`src/rtl/quad_demux_pkg.sv`:
```
// Shared defaults and slot-state encoding for the 1-to-2 handshake demultiplexer.
package quad_demux_pkg;

    localparam int DEF_WIDTH = 4;
    localparam int DEF_CNT_W = 8;

    typedef enum logic {
        EMPTY = 1'b0,
        FULL  = 1'b1
    } slot_state_t;

endpackage

```
`src/rtl/quad_demux_1x2_if.sv`:
```
// Handshake bundle between a source, the demultiplexer and its two sinks.
interface quad_demux_1x2_if
    import quad_demux_pkg::*;
#(
    parameter int WIDTH = DEF_WIDTH,
    parameter int CNT_W = DEF_CNT_W
);
    logic [WIDTH-1:0] D;
    logic             in_valid;
    logic             in_ready;
    logic             G;
    logic             nEN;
    logic [WIDTH-1:0] YA;
    logic [WIDTH-1:0] YB;
    logic             a_valid;
    logic             b_valid;
    logic             a_ready;
    logic             b_ready;
    logic [CNT_W-1:0] cnt_a;
    logic [CNT_W-1:0] cnt_b;

    modport slave (
        input  D, in_valid, G, nEN, a_ready, b_ready,
        output in_ready, YA, YB, a_valid, b_valid, cnt_a, cnt_b
    );

    modport master (
        output D, in_valid, G, nEN, a_ready, b_ready,
        input  in_ready, YA, YB, a_valid, b_valid, cnt_a, cnt_b
    );

endinterface

```
`src/rtl/demux_slot.sv`:
```
// One-entry output buffer with valid/ready drain and a wrapping delivered-word counter.
module demux_slot
    import quad_demux_pkg::*;
#(
    parameter int WIDTH = DEF_WIDTH,
    parameter int CNT_W = DEF_CNT_W
) (
    input  logic             clk,
    input  logic             nRST,
    input  logic             i_push,
    input  logic [WIDTH-1:0] i_data,
    input  logic             i_ready,
    output logic             o_valid,
    output logic [WIDTH-1:0] o_data,
    output logic [CNT_W-1:0] o_cnt
);
    slot_state_t      r_state;
    logic [WIDTH-1:0] r_data;
    logic [CNT_W-1:0] r_cnt;
    logic             w_pop;

    assign w_pop = (r_state == FULL) && i_ready;

    // A push while draining refills the slot in place, so it stays FULL.
    always_ff @(posedge clk or negedge nRST) begin
        if (!nRST) begin
            r_state <= EMPTY;
            r_data  <= '0;
            r_cnt   <= '0;
        end else begin
            if (i_push) begin
                r_state <= FULL;
                r_data  <= i_data;
            end else if (w_pop) begin
                r_state <= EMPTY;
            end
            if (w_pop) begin
                r_cnt <= r_cnt + CNT_W'(1);
            end
        end
    end

    assign o_valid = (r_state == FULL);
    assign o_data  = r_data;
    assign o_cnt   = r_cnt;

endmodule

```
`src/rtl/quad_demux_1x2.sv`:
```
// Steers each accepted word to slot A (G=0) or slot B (G=1); only the selected slot gates in_ready.
module quad_demux_1x2
    import quad_demux_pkg::*;
#(
    parameter int WIDTH = DEF_WIDTH,
    parameter int CNT_W = DEF_CNT_W
) (
    input logic              clk,
    input logic              nRST,
    quad_demux_1x2_if.slave  bus
);
    logic [1:0]       w_valid;
    logic [1:0]       w_sink_ready;
    logic [1:0]       w_push;
    logic [WIDTH-1:0] w_data [2];
    logic [CNT_W-1:0] w_cnt  [2];
    logic             w_sel_free;
    logic             w_accept;

    assign w_sink_ready = {bus.b_ready, bus.a_ready};

    // The selected slot can take a word if empty or if it drains on the same edge.
    assign w_sel_free   = !w_valid[bus.G] || w_sink_ready[bus.G];
    assign bus.in_ready = nRST && !bus.nEN && w_sel_free;
    assign w_accept     = bus.in_valid && bus.in_ready;

    generate
        for (genvar gi = 0; gi < 2; gi++) begin : g_slot
            assign w_push[gi] = w_accept && (bus.G == 1'(gi));

            demux_slot #(
                .WIDTH (WIDTH),
                .CNT_W (CNT_W)
            ) u_slot (
                .clk     (clk),
                .nRST    (nRST),
                .i_push  (w_push[gi]),
                .i_data  (bus.D),
                .i_ready (w_sink_ready[gi]),
                .o_valid (w_valid[gi]),
                .o_data  (w_data[gi]),
                .o_cnt   (w_cnt[gi])
            );
        end
    endgenerate

    assign bus.a_valid = w_valid[0];
    assign bus.b_valid = w_valid[1];
    assign bus.YA      = w_data[0];
    assign bus.YB      = w_data[1];
    assign bus.cnt_a   = w_cnt[0];
    assign bus.cnt_b   = w_cnt[1];

endmodule

```
`src/flat_wrapper.sv`:
```
// flat-port wrapper written by rule: the top's interface ports become plain ports
module quad_demux_1x2_flat import quad_demux_pkg::*;
#(
    parameter int WIDTH = DEF_WIDTH,
    parameter int CNT_W = DEF_CNT_W
)
  (clk, nRST, bus_D, bus_in_valid, bus_G, bus_nEN, bus_a_ready, bus_b_ready, bus_in_ready, bus_YA, bus_YB, bus_a_valid, bus_b_valid, bus_cnt_a, bus_cnt_b);
  quad_demux_1x2_if #(.WIDTH(WIDTH), .CNT_W(CNT_W)) bus_i ();
  input logic clk;
  input logic nRST;
  input wire logic [$bits(bus_i.D)-1:0] bus_D;
  input wire logic [$bits(bus_i.in_valid)-1:0] bus_in_valid;
  input wire logic [$bits(bus_i.G)-1:0] bus_G;
  input wire logic [$bits(bus_i.nEN)-1:0] bus_nEN;
  input wire logic [$bits(bus_i.a_ready)-1:0] bus_a_ready;
  input wire logic [$bits(bus_i.b_ready)-1:0] bus_b_ready;
  output wire logic [$bits(bus_i.in_ready)-1:0] bus_in_ready;
  output wire logic [$bits(bus_i.YA)-1:0] bus_YA;
  output wire logic [$bits(bus_i.YB)-1:0] bus_YB;
  output wire logic [$bits(bus_i.a_valid)-1:0] bus_a_valid;
  output wire logic [$bits(bus_i.b_valid)-1:0] bus_b_valid;
  output wire logic [$bits(bus_i.cnt_a)-1:0] bus_cnt_a;
  output wire logic [$bits(bus_i.cnt_b)-1:0] bus_cnt_b;
  assign bus_i.D = bus_D;
  assign bus_i.in_valid = bus_in_valid;
  assign bus_i.G = bus_G;
  assign bus_i.nEN = bus_nEN;
  assign bus_i.a_ready = bus_a_ready;
  assign bus_i.b_ready = bus_b_ready;
  assign bus_in_ready = bus_i.in_ready;
  assign bus_YA = bus_i.YA;
  assign bus_YB = bus_i.YB;
  assign bus_a_valid = bus_i.a_valid;
  assign bus_b_valid = bus_i.b_valid;
  assign bus_cnt_a = bus_i.cnt_a;
  assign bus_cnt_b = bus_i.cnt_b;
  quad_demux_1x2 #(.WIDTH(WIDTH), .CNT_W(CNT_W)) u_core (.clk(clk), .nRST(nRST), .bus(bus_i));
endmodule
```
`config.mk`:
```
export PLATFORM = sky130hd
export DESIGN_NAME = quad_demux_1x2_flat
export DESIGN_NICKNAME = d
export VERILOG_FILES = /design/src/rtl/quad_demux_pkg.sv /design/src/rtl/quad_demux_1x2_if.sv /design/src/rtl/demux_slot.sv /design/src/rtl/quad_demux_1x2.sv /design/src/flat_wrapper.sv
export SDC_FILE = /design/constraint.sdc
export NUM_CORES = 1
export LEC_CHECK = 0
export ABC_AREA = 1
export ABC_CLOCK_PERIOD_IN_PS = 2000
export CORE_MARGIN = 4
export CORE_UTILIZATION = 49
export CTS_CLUSTER_SIZE = 12
export DETAILED_ROUTE_END_ITERATION = 6
export PLACE_DENSITY_LB_ADDON = 0.1
export SYNTH_ARGS = -nofsm -noshare
export SYNTH_HDL_FRONTEND = slang
export SYNTH_SLANG_ARGS = --single-unit
```
`constraint.sdc`:
```
create_clock -name clk -period 2 [get_ports clk]
set_input_delay 0.4 -clock clk [delete_from_list [all_inputs] [get_ports clk]]
set_output_delay 0.4 -clock clk [all_outputs]
set_load 0.02 [all_outputs]
```
==> reports/summary.txt <==
DRT Wirelength: 2620 um
Post-DP Area: 1710 um^2
worst skew pair latency: 0.32 ns
RePlAce Congestion: 0.820
Crit path largest cell delay: 0.54 ns
pre-CTS setup slack: -0.208 ns
final setup violation count: 0
skew final: 0.00377 ns
via count: 1050
CTS Root Cell: clkbuf_4
HPWL Detailed: 2060 um
Die ar.: 3470 um^2
Yosys top cell area share: 0.512
register share of total power: 0.428
Final Cycle Share: 0.953
initial antenna violation count: 0
RSZ-0062 raised after global routing: no
Cell Pwr Density: 1020 nW/um^2
Worst slew margin: 0.779
vias in the first global route: 1037
highest clock rate: 525 MHz
final worst setup slack: 0.0949 ns
synth warn: 0
crit end category: output port
Worst Setup Start Kind: primary input
synth unique cells: 22
layout cell share with drive strength beyond 1: 0.151
Worst VDD drop: 734 uV
most frequent CP cell: nand3_2
Crit Path Category: in2out
EDFF count, synth: 0
number of max-cap violations: 0
Min Clock Period, post-route: 1.91 ns
CP Max Fanout: 6
pins over their slew limit: 0
gr ovfl total: 0
worst-case clock buffer depth: 2
DRC: 0
Die W: 58.9 um
Pint: 0.00115 W
slowest CP cell: clkdlybuf4s50_1
Netlist Area Pre-Place: 1270 um^2
DIE HEIGHT: 58.9 um
Primary FF master, synth: dfrtp_1
final hold violations: 0
P_leak: 0.880 nW
Final Cell Area: 1760 um^2
average wire per standard cell: 12.1 um
H-tree levels: 1
n_diodes: 0
starting DRC count in detailed routing: 47
syn nets: 154
run status: finished, final reports clean
Combinational Power Share: 0.370
post-synthesis sequential area ratio: 0.512
Clock Power Share: 0.201
Layout Utilization: 0.711
largest net degree at the start of global routing: 27
flops & latches, synth: 26
CTS tree: built
I/O pin cnt: 38
Post-synth ARST share: 1.00
CTS Buf Count: 3
Power Total: 0.00179 W
Area contributors post-synth: dfrtp_1 (51%), nand2_1 (12%), inv_1 (7.1%)
Worst-path clk slew: 0.14 ns
crit-path cells: clkdlybuf4s50_1 > inv_2 > nand3_2 > nand3_2 > inv_1 > clkdlybuf4s15_1
Final ANT Viol Nets: 0
routed vias/inst: 4.86
switching power: 0.000641 W
Net Sw Frac: 0.357
actual slew at the worst max-slew pin: 0.331 ns
Mapped Avg Cell Area: 9.01 um^2
Port Buffers: 37
Total Routing Usage GR: 0.176
fin nets: 200
first-pass GRT wire length: 4620 um
synth cell count leaders: nand2_1 (40), dfrtp_1 (26), inv_1 (24)
Worst Path Required: 1.60 ns
Syn-to-layout area delta: 38.6%
area leader, netlist: dfrtp_1
Core Rows: 18
Core Region: 2480 um^2
Hold/Removal Path Class: in2async
Initial Utilization: 0.513
Post-CTS Hold Fix Bufs: 0
cells after synthesis: 141
count leader, synth: nand2_1
Crit path arrival time: 1.51 ns
Sink Count: 26
first-pass iteration count of the detailed router: 4
what timing repair did:
action,in CTS,in global routing
setup buffers,0,0
gates resized for setup,1,1
cloned,0,0
setup endpoints to repair,1,1
cells by family after synthesis:
family,Yosys count,synth area share
DFF,26,0.512
buffers and inverters,27,0.0808
AOI/OAI and AO/OA,5,0.0217
and+or+nand+nor,73,0.310
xor gates and xnor gates,8,0.0552
adders and majority gates,2,0.0197
worst max-delay path, delay by kind of cell:
kind | cells | cell delay (ns)
buf+inv | 4 | 0.97
simple gates | 2 | 0.14
area by class of cell:
class | instances | area (um^2)
fill | 197 | 717
clock buffer | 3 | 22.5
multi-input combinational | 88 | 517
inverter | 27 | 103
timing repair buffer | 41 | 400
sequential | 26 | 651
tap | 30 | 37.5
clock inverter | 1 | 30.0
placed cells by master, fill, tap and decap left out, types with 2 or more instances in the layout:
cell / synthesis / layout
inv_1: 24 / 24
inv_2: 2 / 2
xnor2_1: 4 / 4
nor2_2: 2 / 2
nand3_1: 9 / 9
nand2_1: 40 / 40
nand2_2: 4 / 4
nor2_4: 3 / 3
buf_4: 0 / 4
clkdlybuf4s50_1: 0 / 36
clkbuf_4: 0 / 3
nor2_1: 4 / 4
nand3_2: 5 / 5
dfrtp_1: 26 / 26
xor2_1: 4 / 4
o21ai_0: 4 / 4
ha_1: 2 / 2
power groups by stage:
stage	Sequential (W)	Combinational (W)	Clock [W]
finish	0.000769	0.000664	0.000361
global route	0.000792	0.000725	0.000395
CTS	0.000771	0.000675	0.000373
global placement	0.000771	0.000650	0
floorplan	0.000907	0.000200	0
detailed placement	0.000778	0.000674	0
path summary, 6_finish.rpt:
| check | startpoint | to | slack (ns) | depth (start not counted) |
|---|---|---|---|---|
| max | bus_G | bus_in_ready | 0.09 | 6 |
| min | nRST | u_core.g_slot[0].u_slot.o_cnt[0] | 0.45 | 2 |
| max reg2reg | u_core.g_slot[1].u_slot.o_valid | u_core.g_slot[0].u_slot.o_data[1] | 0.76 | 7 |
| min reg2reg | u_core.g_slot[0].u_slot.o_data[3] | u_core.g_slot[0].u_slot.o_data[3] | 0.49 | 2 |
| max in group asynchronous | nRST | u_core.g_slot[1].u_slot.o_data[2] | 1.30 | 2 |
| min in group clk | u_core.g_slot[0].u_slot.o_data[3] | u_core.g_slot[0].u_slot.o_data[3] | 0.49 | 2 |
routing by layer:
| layer | vias to the layer above | routed length [um] | GRT usage |
|---|---|---|---|
| met5 | - | 0 | 0 |
| met4 | 0 | 38 | 0.0680 |
| met3 | 6 | 131 | 0.0351 |
| met2 | 27 | 1280 | 0.295 |
| met1 | 498 | 1170 | 0.222 |
| li1 | 519 | - | - |
sequential cells by signal (all words and copies together) (netlist names):
name                          flops
u_core.g_slot.u_slot.o_valid      2
u_core.g_slot.u_slot.o_data       8
u_core.g_slot.u_slot.o_cnt       16
through the flow:
step                      setup TNS (ns)  hold WS [ns]  instances
after detailed placement          -0.208         0.459        212
after CTS                              0         0.457        216
after global routing                   0         0.477        216
after floorplan                        0         0.104        141
final                                  0         0.449        216
after global placement            -0.197         0.456        212
Note: power is estimated with default switching activity, not from simulation.
